===== config.mk =====
export PLATFORM = sky130hd
export DESIGN_NAME = rom_word_fetcher
export DESIGN_NICKNAME = d
export VERILOG_FILES = /design/src/rtl/rom_word_fetcher_pkg.sv /design/src/rtl/rom_word_fetcher.sv
export SDC_FILE = /design/constraint.sdc
export NUM_CORES = 1
export LEC_CHECK = 0
export CORE_UTILIZATION = 60
export DETAILED_ROUTE_END_ITERATION = 16
export DONT_BUFFER_PORTS = 1
export GPL_ROUTABILITY_DRIVEN = 0
export GPL_TIMING_DRIVEN = 0
export PLACE_DENSITY = 0.76
export REMOVE_ABC_BUFFERS = 1
export SETUP_SLACK_MARGIN = 0.1
export SYNTH_ARGS = -nofsm -noshare
export SYNTH_HDL_FRONTEND = slang
export SYNTH_SLANG_ARGS = --single-unit

===== constraint.sdc =====
create_clock -name clk -period 1.4 [get_ports clk]
set_input_delay 0.14 -clock clk [delete_from_list [all_inputs] [get_ports clk]]
set_output_delay 0.14 -clock clk [all_outputs]
set_load 0.02 [all_outputs]

===== src/rtl/rom_word_fetcher_pkg.sv =====
// rom_word_fetcher_pkg: shared FSM states, lane width and lane-offset helper
package rom_word_fetcher_pkg;
  typedef enum logic [1:0] {IDLE, FETCH, RESP} state_t;
  localparam int LANE_W = 8;
  function automatic int lane_lsb(input int lane, input int lane_w);
    return lane * lane_w;
  endfunction
endpackage


===== src/rtl/rom_word_fetcher.sv =====
// rom_word_fetcher: issues pipelined byte reads to a registered ROM and assembles a little-endian word
module rom_word_fetcher
  import rom_word_fetcher_pkg::*;
#(
  parameter int ADDR_W     = 7,
  parameter int DATA_W     = LANE_W,
  parameter int WORD_BYTES = 2
) (
  input  logic                         clk,
  input  logic                         reset,
  input  logic                         req_valid,
  input  logic [ADDR_W-1:0]            req_addr,
  output logic                         req_ready,
  output logic                         rsp_valid,
  output logic [WORD_BYTES*DATA_W-1:0] rsp_data,
  input  logic                         rsp_ready,
  output logic                         rom_enable,
  output logic [ADDR_W-1:0]            rom_addr,
  input  logic [DATA_W-1:0]            rom_data
);
  localparam int CNT_W = (WORD_BYTES > 1) ? $clog2(WORD_BYTES) : 1;
  localparam logic [CNT_W-1:0] LAST = CNT_W'(WORD_BYTES - 1);
  state_t                       state_q, state_d;
  logic [ADDR_W-1:0]            base_q, base_d;
  logic [CNT_W-1:0]             issue_q, issue_d, cap_q, cap_d;
  logic                         cap_en_q, cap_en_d, ready_q;
  logic [WORD_BYTES*DATA_W-1:0] data_q, data_d;
  assign req_ready  = ready_q;
  assign rsp_valid  = state_q == RESP;
  assign rsp_data   = data_q;
  assign rom_enable = state_q == FETCH;
  assign rom_addr   = base_q + ADDR_W'(issue_q);
  always_comb begin
    state_d  = state_q;
    base_d   = base_q;
    issue_d  = issue_q;
    cap_d    = cap_q;
    cap_en_d = cap_en_q;
    data_d   = data_q;
    case (state_q)
      IDLE: if (req_valid && ready_q) begin
        state_d  = FETCH;
        base_d   = req_addr;
        issue_d  = '0;
        cap_d    = '0;
        cap_en_d = 1'b0;
        data_d   = '0;
      end
      FETCH: begin
        issue_d  = (issue_q == LAST) ? issue_q : issue_q + 1'b1;
        // ROM output lags the address by one cycle, so capture trails issue
        cap_en_d = 1'b1;
        if (cap_en_q) begin
          for (int i = 0; i < WORD_BYTES; i++)
            if (cap_q == CNT_W'(i)) data_d[lane_lsb(i, DATA_W) +: DATA_W] = rom_data;
          cap_d   = cap_q + 1'b1;
          state_d = (cap_q == LAST) ? RESP : FETCH;
        end
      end
      RESP: state_d = rsp_ready ? IDLE : RESP;
      default: state_d = IDLE;
    endcase
  end
  always_ff @(posedge clk or negedge reset) begin
    if (!reset) begin
      state_q  <= IDLE;
      base_q   <= '0;
      issue_q  <= '0;
      cap_q    <= '0;
      cap_en_q <= 1'b0;
      data_q   <= '0;
      ready_q  <= 1'b0;
    end else begin
      state_q  <= state_d;
      base_q   <= base_d;
      issue_q  <= issue_d;
      cap_q    <= cap_d;
      cap_en_q <= cap_en_d;
      data_q   <= data_d;
      ready_q  <= state_d == IDLE;
    end
  end
endmodule


==> results of run 1 <==
==> stage by stage <==
step	hold slack, ns	cell area [um^2]	util, %	TNS (ns)	std cells
detailed placement	-0.155	1220	67.6	-0.790	105
CTS	0.0266	1680	93.2	-1.22	135
global placement	-0.155	1220	67.6	-0.445	105
floorplan	-0.156	1190	-	-0.0906	80
==> repair_timing <==
action,4_1_cts
pin swaps,9
gates resized for setup,27
hold buffers,18
endpoints found under the setup margin,33
buffers inserted,7
endpoints found under the hold margin,52
gates cloned,1
==> synth_stat cells (all sizes together) <==
master / instances / share of area, %
and4b: 1 / 0.83
and4bb: 2 / 2.4
nand2: 2 / 0.62
nor2: 3 / 2.9
a21o: 2 / 1.2
or2: 1 / 0.52
a22o: 16 / 12
nand3b: 1 / 0.62
dfrtp: 28 / 58
ha: 2 / 2.1
o22a: 1 / 0.72
xnor2: 3 / 2.2
xor2: 2 / 1.4
a21boi: 1 / 0.62
and3: 1 / 0.52
nor3: 1 / 0.41
nor2b: 3 / 1.5
nand3: 3 / 1.2
buf: 3 / 2.1
mux2: 7 / 8.7
==> cell families after synthesis <==
family,after synthesis
compound gates,20
xor+xnor,5
fa+ha+maj,2
buf+inv,3
flops,28
mux,7
simple gates,18
==> impl_metrics.yaml, run 1 <==
run_status:
  outcome: "did not finish"
  failed_stage: "global routing"
  first_logged_error_message: "[ERROR DPL-0038] Utilization greater than 100%, impossible to legalize"
clocking:
  cts_num_sinks: 28
  cts_buffers: 3
  h_tree_level_count: 1
  root_buffer: "clkbuf_4"
  clk_path_buf_depth: 2
floorplan:
  top_level_ports: 45
  initial_core_util_pct: 67.2
  die_height_um: 46.9
  std_cell_rows: 15
  chipWidth_um: 46.9
sta:
  timing.repair.worst_endpoint_type: "output port"
  grt_repair_timing_worst_endpoint: "rom_addr[6]"
placement:
  numPortBuffers: 0
  post-place-ws_ns: -0.265
  dp_hpwl_um: 1480
global_routing:
  grt_max_degree: 29
synthesis:
  post_synth_instance_area_mm2: 0.00121
  syn_avg_cell_area_um2: 14.6
  yosysWarnings: 0
  complex_gate_fraction_of_the_synthesized_area_pct: 14.2
  synth_cell_type_count: 24
  post_synth_xor_area_fraction_pct: 3.62
  synth_top_family_by_area: "compound AO/OA/AOI/OAI gates"
  synth-adder-area-share_pct: 2.07
  synthCells: 83
  ys_seq_elements: 28
  synthSimpleGateAreaFrac_pct: 11.6
  synthMuxAreaShare_pct: 8.68
  proportion_of_synthesized_chip_area_in_sequential_cells_pct: 57.9
==> inputs of run 2 (changes only) <==
- CORE_AREA: default -> 2 2 63 65
- CORE_UTILIZATION: 60 -> default
- DIE_AREA: default -> 0 0 65 67
- PLACE_DENSITY: 0.76 -> default
- PLACE_DENSITY_LB_ADDON: default -> 0.15
- SETUP_SLACK_MARGIN: 0.1 -> default
==> run 2 against run 1 <==
  * The flow now finishes, with violations (negative hold slack, negative setup slack)
  * Synthesized area is the same
  * Synthesized cell count is the same
==> impl_metrics.yaml, run 2 <==
run_status:
  outcome: "finished, violations left"
  violated_checks: "negative hold slack, negative setup slack"
clocking:
  clk_pin_slew_ns: 0.10
  clk_latency_ns: 0.27
  clk_path_buf_depth: 2
  h_tree_level_count: 1
  root_buffer: "clkbuf_8"
  cts_buffers: 3
  cts_num_sinks: 28
  tritoncts_clock_tree: "yes"
pwr:
  p_sw_w: 0.00170
  power.switching_fraction_pct: 41.2
  power_density_relative_to_cell_area_mw_per_mm2: 2550
  power_frac_clock_pct: 10.5
  leak_pwr_nw: 0.720
  cell_internal_pwr_w: 0.00242
  worst_ir_drop_vdd_v: 0.000774
  pwr-share-comb_pct: 47.8
  power.sequential.fraction_pct: 41.7
final_layout:
  layout.area.seq_um2: 703
  largest_reg_flops: 16
  layout.cells.most_common: "dfrtp_1"
  layout.cells.most_common_list: "dfrtp_1 (26), a22o_1 (16), mux2_4 (7), buf_4 (7), dlygate4sd3_1 (6)"
  finish.net_count: 123
  layout-area-overhead-vs-synth_pct: 33.3
  utilization_pct: 44.8
  diodes: 0
  filler_cell_count: 329
  final_layout_size_suffix_gt1_share_pct: 38.0
  area_of_combinational_cells_with_multiple_inputs_um2: 612
synthesis:
  yosys.area.top_type: "dfrtp_1"
  yosysMostFrequentCell: "dfrtp_1"
  synth_ff_type: "dfrtp_1"
  proportion_of_synthesized_chip_area_in_sequential_cells_pct: 57.9
  yosysWarnings: 0
  synth_edf_count: 0
  syn_avg_cell_area_um2: 14.6
  synth.top_cell.area_share_pct: 57.9
  synth_cell_type_count: 24
  synthCells: 83
  yosys-top-cells-count: "dfrtp_1 (28), a22o_1 (16), mux2_4 (7)"
  async_reset_ff_share_pct: 100
  ys_seq_elements: 28
  post_synth_instance_area_mm2: 0.00121
  synth.area.top_cells: "dfrtp_1 (58%), a22o_1 (12%), mux2_4 (8.7%), xnor2_1 (2.2%), ha_1 (2.1%)"
sta:
  fmax_ghz: 0.619
  skew_ns: 0.00931
  final_report_hold_violation_count: 1
  worst-slew-pin-transition_ns: 0.464
  post-route-min-period_ns: 1.61
  setup-violations-final: 5
  worst_case_hold_slack_ns: -0.00101
  slew_violations: 0
  layout_setup_ws_ns: -0.215
  timing.setup.tns_ns: -0.728
  fin_crit_sh_pct: 115
  max_slew_margin_pct: 69.0
  rsz0062_at_grt: "yes"
placement:
  dp_hpwl_um: 1720
  numPortBuffers: 0
  post-place-ws_ns: -0.260
floorplan:
  core_region_area_mm2: 0.00361
  chipWidth_um: 65
  die-area_mm2: 0.00436
  die_height_um: 67
  std_cell_rows: 22
  initial_core_util_pct: 33.6
  top_level_ports: 45
route:
  dr_wl_cell_um: 17.9
  drt_pass1_iterations: 4
  viasPerCell: 5.19
  finalWirelength_um: 2650
  drc: 0
  drtIter0Drc: 24
  ant_nets: 0
  dr_total_vias: 768
global_routing:
  first_global_vias: 812
  grt_max_degree: 29
  antenna_violations_before_repair: 0
  globalRoute.totalOverflow: 0
  grt_pass1_wl_um: 4190
  grt_usage_pct: 13.0
critical_path:
  arrival_ns: 1.47
  path_common_cell: "ha_4"
  cpMaxStageDelayCell: "dfrtp_1"
  start_kind: "register"
  critical_path.endpoint_type: "primary output"
  largest_fanout_of_any_net_on_the_critical_path: 3
  delay_contributed_by_the_slowest_stage_of_the_critical_path_ns: 0.40
  worst-setup-path-type: "register to primary output"
  path_cells: "ha_4, ha_4, nand3_4, buf_12, xnor2_4"
  worst_r2r_path_depth: 3
  crit_required_ns: 1.26
worst_hold_path:
  holdPathStages: 1
  worst_hold_path_type: "primary input to register"
job:
  maxCapViolCount: 0
[run 2: cell counts after synthesis]
Identical to the previous run, type by type.
[run 2: logic make-up after synthesis]
kind of cell,synth area share [%]
buffers and inverters,2.07
AND/OR/NAND/NOR,11.6
XOR/XNOR,3.62
AO/OA/AOI/OAI,14.2
adder cells (fa/ha/maj),2.07
multiplexers,8.68
flip-flops,57.9
[run 2: power by group through the flow]
stage	clock network (W)	registers (W)	logic (W)
after floorplan	0	0.00156	0.00121
after global placement	0	0.00164	0.00139
after detailed placement	0	0.00165	0.00142
after CTS	0.000438	0.00170	0.00172
after global routing	0.000487	0.00178	0.00212
final	0.000432	0.00172	0.00197
[run 2: worst paths after layout]
kind / from / end / slack (ns)
min reg2reg: base_q[5]$_DFFE_PN0P_ / base_q[5]$_DFFE_PN0P_ / 0.61
max in group asynchronous: reset / base_q[2]$_DFFE_PN0P_ / 0.93
min: rom_data[2] / rsp_data[2]$_DFFE_PN0P_ / -0.001
max reg2reg: state_q[0]$_DFF_PN0_ / base_q[0]$_DFFE_PN0P_ / 0.03
max: base_q[0]$_DFFE_PN0P_ / rom_addr[4] / -0.21
min in group asynchronous: reset / base_q[0]$_DFFE_PN0P_ / 0.29
[run 2: area by class of cell]
| type | count | share of cell area (%) |
|---|---|---|
| flip-flops and latches | 28 | 43.6 |
| multi-input cells | 52 | 37.9 |
| repair buffers | 17 | 12.2 |
| well taps | 48 | 3.72 |
| clock buffers | 3 | 2.56 |
[run 2: timing repair]
| item | 4_1_cts | 5_1_grt |
|---|---|---|
| resized for setup | 17 | 6 |
| setup buffers | 2 | 7 |
| hold buffers | 2 | 5 |
| pin swaps | 3 | 5 |
| hold endpoints to repair | 28 | 6 |
| gates cloned | 0 | 1 |
| endpoints found under the setup margin | 31 | 27 |
[run 2: stage by stage]
stage          area [um^2]  power (W)  cells
5_1_grt               1610    0.00438    148
6_report              1610    0.00412    148
3_3_place_gp          1250    0.00303    128
2_1_floorplan         1190    0.00278     80
4_1_cts               1440    0.00385    135
3_5_place_dp          1250    0.00307    128
[run 2: layer usage]
metal | track usage, % | wire (um) | vias up
li1 | - | - | 343
met1 | 16.5 | 1110 | 392
met2 | 21.6 | 1350 | 31
met3 | 3.55 | 185 | 2
met4 | 3.99 | 10 | 0
met5 | 0 | 0 | -
[run 2: critical path: cells and delay by family, from the launching register on]
| family | cells | cell delay, ns |
|---|---|---|
| xor gates and xnor gates | 1 | 0.23 |
| adders and majority gates | 2 | 0.32 |
| buffers and inverters | 1 | 0.15 |
| DFF | 1 | 0.40 |
| and+or+nand+nor | 1 | 0.10 |
(Power assumes the default switching activity.)
==> inputs of run 3 (changes only) <==
--- a/constraint.sdc
+++ b/constraint.sdc
@@ -3,2 +3,2 @@
 set_output_delay 0.14 -clock clk [all_outputs]
-set_load 0.02 [all_outputs]
+set_load 0.05 [all_outputs]
==> run 3 against run 2 <==
  * The run ends with negative setup slack left
  * Utilization up 0.17 points
  * Clock skew shrank 0.0039 ns
  * Critical path depth unchanged
  * Wire length grew 5.2%
  * Cell count shrank 2.0%
==> impl_metrics.yaml, run 3 (synthesized netlist as in run 2, its figures left out) <==
job:
  maxCapViolCount: 0
global_routing:
  antenna_violations_before_repair: 0
  grt_usage_pct: 14.3
  first_global_vias: 856
  grt_pass1_wl_um: 4550
  globalRoute.totalOverflow: 0
  grt_max_degree: 29
clocking:
  root_buffer: "clkbuf_8"
  cts_buffers: 3
  clk_latency_ns: 0.27
  cts_num_sinks: 28
  h_tree_level_count: 1
  tritoncts_clock_tree: "yes"
  clk_path_buf_depth: 2
  clk_pin_slew_ns: 0.09
route:
  dr_wl_cell_um: 19.2
  viasPerCell: 5.16
  drtIter0Drc: 12
  finalWirelength_um: 2790
  drc: 0
  drt_pass1_iterations: 2
  dr_total_vias: 748
  ant_nets: 0
critical_path:
  largest_fanout_of_any_net_on_the_critical_path: 3
  worst-setup-path-type: "register to primary output"
  delay_contributed_by_the_slowest_stage_of_the_critical_path_ns: 0.40
  critical_path.endpoint_type: "primary output"
  crit_required_ns: 1.26
  arrival_ns: 1.61
  cpMaxStageDelayCell: "dfrtp_1"
  worst_path_dominant_cell_family: "flip-flops"
  start_kind: "register"
  worstPathBufferInverterCount: 1
  path_common_cell: "ha_4"
  path_cells: "ha_4, ha_4, nand3_4, buf_6, xnor2_4"
final_layout:
  largest_reg_flops: 16
  finish.cell_count_without_fillers: 145
  layout.cells.most_common_list: "dfrtp_1 (24), a22o_1 (16), mux2_4 (7)"
  layout-area-overhead-vs-synth_pct: 33.8
  layout.cells.most_common: "dfrtp_1"
  final_layout_size_suffix_gt1_share_pct: 41.2
  diodes: 0
  finish.net_count: 120
placement:
  dp_hpwl_um: 1720
  placed_cells_incl_taps: 128
  numPortBuffers: 0
run_status:
  violated_checks: "negative setup slack"
  outcome: "finished, violations left"
sta:
  slew_violations: 0
  skew_ns: 0.00536
  fmax_ghz: 0.572
  layout_setup_ws_ns: -0.348
  setup-violations-final: 19
  timing.setup.tns_ns: -1.56
  worst-slew-pin-transition_ns: 0.498
  final_report_hold_violation_count: 0
  max_slew_margin_pct: 66.8
  fin_crit_sh_pct: 125
  rsz0062_at_grt: "yes"
  post-route-min-period_ns: 1.75
floorplan:
  core_region_area_mm2: 0.00361
  die_height_um: 67
  top_level_ports: 45
  die-area_mm2: 0.00436
  std_cell_rows: 22
  chipWidth_um: 65
  initial_core_util_pct: 33.6
worst_hold_path:
  worst_hold_path_type: "primary input to register"
[run 3: path summary, 6_finish.rpt]
check / end / depth (start not counted) / slack [ns] / from
setup / recovery: rom_addr[4] / 5 / -0.35 / base_q[0]$_DFFE_PN0P_
hold / removal: rsp_data[2]$_DFFE_PN0P_ / 1 / 0.005 / rom_data[2]
setup reg to reg: base_q[4]$_DFFE_PN0P_ / 3 / -0.02 / req_ready$_DFF_PN0_
hold reg to reg: state_q[0]$_DFF_PN0_ / 2 / 0.62 / cap_q$_DFFE_PN0P_
max in group asynchronous: base_q[2]$_DFFE_PN0P_ / 2 / 0.93 / reset
min in group asynchronous: base_q[0]$_DFFE_PN0P_ / 2 / 0.30 / reset
[run 3: metrics by stage]
step	hold slack, ns	worst slack, ns	utilization, %	cell area, um^2
global placement	-0.155	-0.658	34.6	1250
finish	0.00474	-0.348	44.9	1620
global route	0.0000210	-0.426	44.9	1620
CTS	0.000620	-0.351	44.2	1590
floorplan	-0.156	-0.492	-	1190
detailed placement	-0.155	-0.661	34.6	1250
[run 3: routing by layer]
metal	global-route usage [%]	vias up	part of all wire, %
li1	-	333	-
met1	17.8	387	41
met2	24.5	26	53
met3	3.55	2	5.5
met4	3.99	0	0.36
met5	0	-	0
[run 3: cell type report]
class | count | area, um^2
Clock buffer | 3 | 41.3
Fill cell | 319 | 1990
Multi-Input combinational cell | 52 | 657
Sequential cell | 28 | 706
Tap cell | 48 | 60.1
Timing Repair Buffer | 14 | 156
[run 3: repair_timing]
action / in CTS / in global routing
resized for setup: 30 / 6
pin swaps: 7 / 5
endpoints found under the setup margin: 37 / 32
gates cloned: 1 / 0
hold buffers: 2 / 5
setup buffers: 7 / 1
hold endpoints to repair: 28 / 6
Power of run 3 is left out: the tool's default activity adds up to more than one toggle a clock period on the data nets, which glitch-free logic cannot reach.
